**config.mk**
```make
export PLATFORM = sky130hd
export DESIGN_NAME = ov7670_dvp_emulator
export DESIGN_NICKNAME = d
export VERILOG_FILES = /design/src/rtl/ov7670_dvp_pkg.sv /design/src/rtl/ov7670_dvp_emulator_pattern.sv /design/src/rtl/ov7670_dvp_emulator.sv
export SDC_FILE = /design/constraint.sdc
export NUM_CORES = 1
export LEC_CHECK = 0
export BUFFER_PORTS_ARGS = -buffer_cell sky130_fd_sc_hd__buf_4
export CORE_ASPECT_RATIO = 1.75
export CORE_MARGIN = 2
export CORE_UTILIZATION = 40
export CTS_BUF_LIST = sky130_fd_sc_hd__clkbuf_8 sky130_fd_sc_hd__clkbuf_16
export CTS_CLUSTER_DIAMETER = 60
export DETAILED_ROUTE_END_ITERATION = 10
export GPL_TIMING_DRIVEN = 0
export SLEW_MARGIN = 20
export SYNTH_ARGS = -nofsm -noshare
export SYNTH_HDL_FRONTEND = slang
export SYNTH_SLANG_ARGS = --single-unit
```
**constraint.sdc**
```tcl
create_clock -name i_clk -period 3.57 [get_ports i_clk]
set_input_delay 0.714 -clock i_clk [delete_from_list [all_inputs] [get_ports i_clk]]
set_output_delay 0.714 -clock i_clk [all_outputs]
set_load 0.005 [all_outputs]
```
**src/rtl/ov7670_dvp_pkg.sv**
```systemverilog
`default_nettype none
// Shared definitions for the OV7670 DVP emulator.
// Contents: FSM state encoding, RGB565 colour-bar constants and small helpers.
package ov7670_dvp_pkg;

  typedef enum logic [2:0] {
    ST_IDLE   = 3'd0,
    ST_VSYNC  = 3'd1,
    ST_VBACK  = 3'd2,
    ST_ACTIVE = 3'd3,
    ST_VFRONT = 3'd4
  } dvp_state_e;

  localparam logic [15:0] C_BAR_WHITE   = 16'hFFFF;
  localparam logic [15:0] C_BAR_YELLOW  = 16'hFFE0;
  localparam logic [15:0] C_BAR_CYAN    = 16'h07FF;
  localparam logic [15:0] C_BAR_GREEN   = 16'h07E0;
  localparam logic [15:0] C_BAR_MAGENTA = 16'hF81F;
  localparam logic [15:0] C_BAR_RED     = 16'hF800;
  localparam logic [15:0] C_BAR_BLUE    = 16'h001F;
  localparam logic [15:0] C_BAR_BLACK   = 16'h0000;

  function automatic logic [15:0] bar_colour(input logic [2:0] idx);
    logic [15:0] c;
    case (idx)
      3'd0:    c = C_BAR_WHITE;
      3'd1:    c = C_BAR_YELLOW;
      3'd2:    c = C_BAR_CYAN;
      3'd3:    c = C_BAR_GREEN;
      3'd4:    c = C_BAR_MAGENTA;
      3'd5:    c = C_BAR_RED;
      3'd6:    c = C_BAR_BLUE;
      default: c = C_BAR_BLACK;
    endcase
    return c;
  endfunction

  function automatic int unsigned max2(input int unsigned a, input int unsigned b);
    return (a > b) ? a : b;
  endfunction

endpackage
`default_nettype wire

```
**src/rtl/ov7670_dvp_emulator_pattern.sv**
```systemverilog
`default_nettype none
// dvp_pattern_gen: combinational test-pattern source, (x, y, sel) -> RGB565 pixel.
module dvp_pattern_gen
  import ov7670_dvp_pkg::*;
#(
  parameter int unsigned H_ACTIVE = 640,
  parameter int unsigned X_W      = 10,
  parameter int unsigned Y_W      = 9
) (
  input  logic [X_W-1:0] x_i,
  input  logic [Y_W-1:0] y_i,
  input  logic           sel_i,
  output logic [15:0]    pix_o
);

  localparam int unsigned BAR_W = H_ACTIVE / 8;

  logic [2:0] w_bar;

  assign w_bar = 3'(x_i / X_W'(BAR_W));

  always_comb begin
    pix_o = bar_colour(w_bar);
    if (sel_i) begin
      pix_o = {8'(y_i), 8'(x_i)};
    end
  end

endmodule
`default_nettype wire

```
**src/rtl/ov7670_dvp_emulator.sv**
```systemverilog
`default_nettype none
// ov7670_dvp_emulator: sensor-side OV7670 DVP source (PCLK/VSYNC/HREF/DATA)
// with a built-in colour-bar / coordinate test pattern.
module ov7670_dvp_emulator
  import ov7670_dvp_pkg::*;
#(
  parameter int unsigned CLK_DIV       = 4,
  parameter int unsigned H_ACTIVE      = 640,
  parameter int unsigned H_BLANK       = 288,
  parameter int unsigned V_ACTIVE      = 480,
  parameter int unsigned VSYNC_LINES   = 3,
  parameter int unsigned V_BACK_LINES  = 17,
  parameter int unsigned V_FRONT_LINES = 10
) (
  input  logic       i_clk,
  input  logic       i_n_reset,
  input  logic       i_enable,
  input  logic       i_pattern_sel,
  output logic       o_pclk,
  output logic       o_vsync,
  output logic       o_href,
  output logic [7:0] o_data,
  output logic       o_frame_done
);

  localparam int unsigned LINE     = 2 * H_ACTIVE + H_BLANK;
  localparam int unsigned VS_TICKS = VSYNC_LINES * LINE;
  localparam int unsigned VB_TICKS = V_BACK_LINES * LINE;
  localparam int unsigned VF_TICKS = V_FRONT_LINES * LINE;
  localparam int unsigned CNT_MAX  = max2(max2(VS_TICKS, VB_TICKS), max2(VF_TICKS, LINE));
  localparam int unsigned CNT_W    = (CNT_MAX > 1) ? $clog2(CNT_MAX) : 1;
  localparam int unsigned DIV_W    = $clog2(CLK_DIV);
  localparam int unsigned X_W      = $clog2(H_ACTIVE);
  localparam int unsigned Y_W      = (V_ACTIVE > 1) ? $clog2(V_ACTIVE) : 1;

  logic [DIV_W-1:0] div_q, div_d;
  dvp_state_e       state_q, state_d;
  logic [CNT_W-1:0] cnt_q, cnt_d;
  logic [Y_W-1:0]   line_q, line_d;
  logic             sel_q, sel_d;
  logic             vsync_q, vsync_d;
  logic             href_q, href_d;
  logic [7:0]       data_q, data_d;
  logic             done_q, done_d;

  logic             w_tick;
  logic             w_active_byte;
  logic [15:0]      w_pix;
  logic [7:0]       w_byte;

  always_ff @(posedge i_clk) begin
    if (!i_n_reset || !i_enable) begin
      div_q   <= '0;
      state_q <= ST_IDLE;
      cnt_q   <= '0;
      line_q  <= '0;
      sel_q   <= 1'b0;
      vsync_q <= 1'b0;
      href_q  <= 1'b0;
      data_q  <= 8'h00;
      done_q  <= 1'b0;
    end else begin
      div_q   <= div_d;
      state_q <= state_d;
      cnt_q   <= cnt_d;
      line_q  <= line_d;
      sel_q   <= sel_d;
      vsync_q <= vsync_d;
      href_q  <= href_d;
      data_q  <= data_d;
      done_q  <= done_d;
    end
  end

  // A tick is the PCLK falling edge; all frame timing advances only here.
  assign w_tick = (div_q == DIV_W'(CLK_DIV - 1));
  assign div_d  = w_tick ? '0 : div_q + DIV_W'(1);

  always_comb begin
    state_d = state_q;
    cnt_d   = cnt_q;
    line_d  = line_q;
    sel_d   = sel_q;
    done_d  = 1'b0;
    if (w_tick) begin
      case (state_q)
        ST_IDLE: begin
          state_d = ST_VSYNC;
          cnt_d   = '0;
          sel_d   = i_pattern_sel;
        end
        ST_VSYNC: begin
          if (cnt_q == CNT_W'(VS_TICKS - 1)) begin
            state_d = ST_VBACK;
            cnt_d   = '0;
          end else begin
            cnt_d = cnt_q + CNT_W'(1);
          end
        end
        ST_VBACK: begin
          if (cnt_q == CNT_W'(VB_TICKS - 1)) begin
            state_d = ST_ACTIVE;
            cnt_d   = '0;
            line_d  = '0;
          end else begin
            cnt_d = cnt_q + CNT_W'(1);
          end
        end
        ST_ACTIVE: begin
          // cnt is the position within the line: bytes first, then blanking.
          if (cnt_q == CNT_W'(LINE - 1)) begin
            cnt_d = '0;
            if (line_q == Y_W'(V_ACTIVE - 1)) begin
              state_d = ST_VFRONT;
              line_d  = '0;
            end else begin
              line_d = line_q + Y_W'(1);
            end
          end else begin
            cnt_d = cnt_q + CNT_W'(1);
          end
        end
        ST_VFRONT: begin
          if (cnt_q == CNT_W'(VF_TICKS - 1)) begin
            state_d = ST_VSYNC;
            cnt_d   = '0;
            done_d  = 1'b1;
            sel_d   = i_pattern_sel;
          end else begin
            cnt_d = cnt_q + CNT_W'(1);
          end
        end
        default: begin
          state_d = ST_IDLE;
          cnt_d   = '0;
          line_d  = '0;
        end
      endcase
    end
  end

  dvp_pattern_gen #(
    .H_ACTIVE (H_ACTIVE),
    .X_W      (X_W),
    .Y_W      (Y_W)
  ) u_pattern (
    .x_i   (cnt_d[X_W:1]),
    .y_i   (line_d),
    .sel_i (sel_q),
    .pix_o (w_pix)
  );

  assign w_active_byte = (state_d == ST_ACTIVE) && (cnt_d < CNT_W'(2 * H_ACTIVE));
  assign w_byte        = cnt_d[0] ? w_pix[7:0] : w_pix[15:8];

  always_comb begin
    vsync_d = vsync_q;
    href_d  = href_q;
    data_d  = data_q;
    if (w_tick) begin
      vsync_d = (state_d == ST_VSYNC);
      href_d  = w_active_byte;
      data_d  = w_active_byte ? w_byte : 8'h00;
    end
  end

  assign o_pclk       = (div_q >= DIV_W'(CLK_DIV / 2));
  assign o_vsync      = vsync_q;
  assign o_href       = href_q;
  assign o_data       = data_q;
  assign o_frame_done = done_q;

endmodule
`default_nettype wire

```
==> reports/qor.txt <==
Overall die area -> 0.008171 sq mm
Relative slew margins -> 43.98%
Initial Utilization -> 41.13%
TritonCTS clock tree -> yes
Count of final hold-check violations -> 0
Critical R2R Launch -> cnt_q[14]$_SDFF_PP0_
Yosys warning total -> 0
Clock tree root buffer cell -> sky130_fd_sc_hd__clkbuf_16
Worst Skew -> 2.426 ps
Count of flip-flops with a built-in enable after synthesis -> 0
Post-route worst setup slack -> -72.71 ps
Fillers -> 708
PortBufs -> 15
Total Wirelength -> 10060 um
Number of distinct library cell variants in the gate-level netlist after synthesis -> 76
Boundary Pins -> 16
Core outline area -> 0.007233 sq mm
Slowest cell on the critical path -> sky130_fd_sc_hd__or4b_4
Tightest Hold Check Type -> register to register
Via count of the first global-routing pass -> 3216
Kind of start point of the critical path -> register
CP Class -> register to register
Multi-input gate area in the final layout -> 0.002260 sq mm
Endpoint arrival time on the critical path -> 3860 ps
Outcome -> complete, but fails checks
Total standard cell area after synthesis -> 0.002975 sq mm
Number of cells produced by synthesis -> 400
Number of standard cells in the layout, taps in and fillers out -> 526
Commonest cells after routing, fill and taps aside -> sky130_fd_sc_hd__nand2_1, sky130_fd_sc_hd__nor2_1, sky130_fd_sc_hd__dfxtp_1, sky130_fd_sc_hd__buf_4, sky130_fd_sc_hd__a21oi_1
Number of cells traversed by the worst hold path -> 2
Final cell area excluding filler cells -> 0.003767 sq mm
Slowest stage delay, CP -> 570 ps
Number of antenna violations at the first check in global routing -> 0
Clock sink count -> 41
Maxcap violations -> 0
Final weighted congestion in routability-driven placement -> 0.9172
Global-route wire length before repair -> 16260 um
Clk Latency, worst-skew pair -> 290 ps
Post-detailed-route count of antenna-violating nets -> 0
H-Tree Depth -> 2
Standard-cell rows -> 41
Path depth of the worst reg2reg path -> 11
Vias post-DR -> 3278
GRT Residual Overflow -> 0
Average wire length per cell after detail routing -> 19.13 um
First-pass iteration count of the detailed router -> 4
Portion of the clock cycle consumed by the worst path in the final layout -> 102.0%
X dimension of the die -> 69.20 um
Combined global-route utilization of all metal layers -> 24.82%
Maximum number of pins on one net before global-route repair -> 14
Share of async-settable or async-resettable flops after synthesis -> 0%
Cell Count Post-Placement -> 501
Failing checks -> negative setup slack
Placed Instance Area -> 0.003196 sq mm
Seq cells post-synth -> 41
Endpoint type of the worst setup path -> register
Synthesized area per cell -> 7.438 sq um
Count of pins over their slew limit -> 0
Worst IR Drop VDD -> 169.6 uV
Vias per inst -> 6.232
Storage element area -> 848.3 sq um
Critical Path Start -> cnt_q[14]$_SDFF_PP0_
Required @ worst endpoint -> 3790 ps
Vertical die dimension -> 118.1 um
# DRC -> 0
Fmax achieved -> 274.5 MHz
RSZ-0062 raised after global routing -> yes
Nets -> 447
Power density normalized to cell area -> 255.3 mW/mm^2
Launch instance of the worst min-delay path -> o_data[7]$_SDFFE_PP0P_
Clock buffer count from CTS -> 5
Max FO, Critical Path -> 5
Post-Synthesis Net Count -> 408
Number of buffers on the longest clock path -> 2
Clock transition at the register clock pins on the worst setup and hold paths after CTS -> 60 ps
Crit-path cells -> or4b_4, or4_4, o2bb2ai_4, or3_4, a211oi_4, buf_6, o21ai_4, o311a_1, a22oi_4, a22oi_2, o211ai_1
Main flop type after synthesis -> sky130_fd_sc_hd__dfxtp_1
Drt first-iter violations -> 343
Sum of net half-perimeters after detailed placement -> 7108 um
Commonest non-fill, non-tap cell in the layout -> sky130_fd_sc_hd__nand2_1
Worst Max-Slew Pin Slew -> 832.6 ps
Setup violations, final -> 7
Proportion of layout cells with a drive suffix above 1 -> 23.86%
Time the worst path needs with I/O delays and setup -> 3643 ps
Area Growth Syn to Fin -> 26.62%
N_diodes -> 0
Sequential-to-total area share from yosys stat -> 27.59%
Leakage power total -> 1.302 nW
==> synthesized netlist by cell type (all sizes together) (3+ instances only) <==
library cell  count  area [sq um]
nand2            56         210.2
nor2             45         168.9
dfxtp            41         820.8
a21oi            26         130.1
o21ai            18         93.84
clkbuf           16         60.06
nor3             14         70.07
nand3            13         65.06
nor2b            10         62.56
a22oi             9         81.33
a211oi            8         72.57
a31oi             8         56.30
inv               8         30.03
nor4              8         56.30
o31ai             7         57.55
and2              6         37.54
nand3b            5         37.54
nand4             5         31.28
or3               5         36.28
xor2              5         43.79
and3              4         30.03
and4              4         35.03
buf               4         17.52
ha                4         50.05
o211ai            4         30.03
o21a              4         30.03
o221ai            4         35.03
o2bb2ai           4         41.29
or2               4         25.02
or4b              4         47.55
a21boi            3         22.52
a21o              3         22.52
a311oi            3         26.28
or4               3         26.27
==> power breakdown <==
| part | internal [mW] | total (mW) | switching, mW | leakage, nW |
|---|---|---|---|---|
| clock network | 0.279 | 0.485 | 0.206 | 0.0768 |
| logic | 0.00671 | 0.0227 | 0.0160 | 0.888 |
| registers | 0.454 | 0.455 | 0.000874 | 0.337 |
| total | 0.739 | 0.962 | 0.223 | 1.30 |
==> stage by stage <==
step	setup slack (ps)	total power, mW	hold slack [ps]	TNS (ps)	utilization [%]
2_1_floorplan	89.07	0.4813	427.0	0	-
3_3_place_gp	-818.3	0.4922	432.1	-5178	44.18
3_5_place_dp	-828.3	0.4925	436.6	-5137	44.18
4_1_cts	-36.46	0.9735	444.5	-164.1	50.20
5_1_grt	-171.4	0.9923	471.5	-1129	52.08
6_report	-72.71	0.9619	445.1	-391.5	52.08
==> cell families (layout without fill, tap and decap cells) <==
| kind of cell | count (synthesis) | count (layout) | share of synthesized area (%) |
|---|---|---|---|
| adders and majority gates | 4 | 4 | 1.682 |
| DFF | 41 | 41 | 27.59 |
| buffers and inverters | 28 | 68 | 3.617 |
| and+or+nand+nor | 193 | 193 | 33.43 |
| xor gates and xnor gates | 7 | 7 | 2.061 |
| AOI/OAI and AO/OA | 127 | 127 | 31.62 |
==> cell type report <==
type	instances	area share [%]
clock buffers	6	3.686
clock inverters	2	0.3653
inverters	8	0.7971
plain buffers	16	1.661
repair buffers	36	8.137
flip-flops and latches	41	22.52
multi-input cells	331	59.98
well taps	86	2.856
==> worst max-delay path, delay by kind of cell (launching register included) <==
kind                   cells  cell delay, ps
AOI/OAI and AO/OA          7            1470
buffers and inverters      1             160
and+or+nand+nor            3            1580
DFF                        1             360
==> worst paths after layout <==
path	to	slack, ps
setup / recovery	o_data[3]$_SDFFE_PP0P_	-70
setup reg to reg	o_data[3]$_SDFFE_PP0P_	-70
hold reg to reg	o_data[7]$_SDFFE_PP0P_	450
hold / removal	o_data[7]$_SDFFE_PP0P_	450
==> timing repair <==
action	4_1_cts	5_1_grt
hold endpoints to repair	0	0
hold buffers	0	0
setup buffers	15	6
resized for setup	44	16
setup endpoints to repair	8	8
pin swaps	20	19
==> routing by layer <==
metal / global-route usage, % / up-vias / wire length, um
met5: 0 / - / 0
met4: 15.44 / 0 / 446
met3: 3.596 / 31 / 381
met2: 43.99 / 83 / 5297
met1: 27.11 / 1578 / 3935
li1: - / 1586 / -
==> state kept, by name, indices dropped and copies added, names as in the netlist <==
signal	count
cnt_q	15
line_q	9
o_data	8
state_q	3
div_q	2
o_frame_done	1
o_href	1
o_vsync	1
sel_q	1
Note: power is estimated with default switching activity, not from simulation.
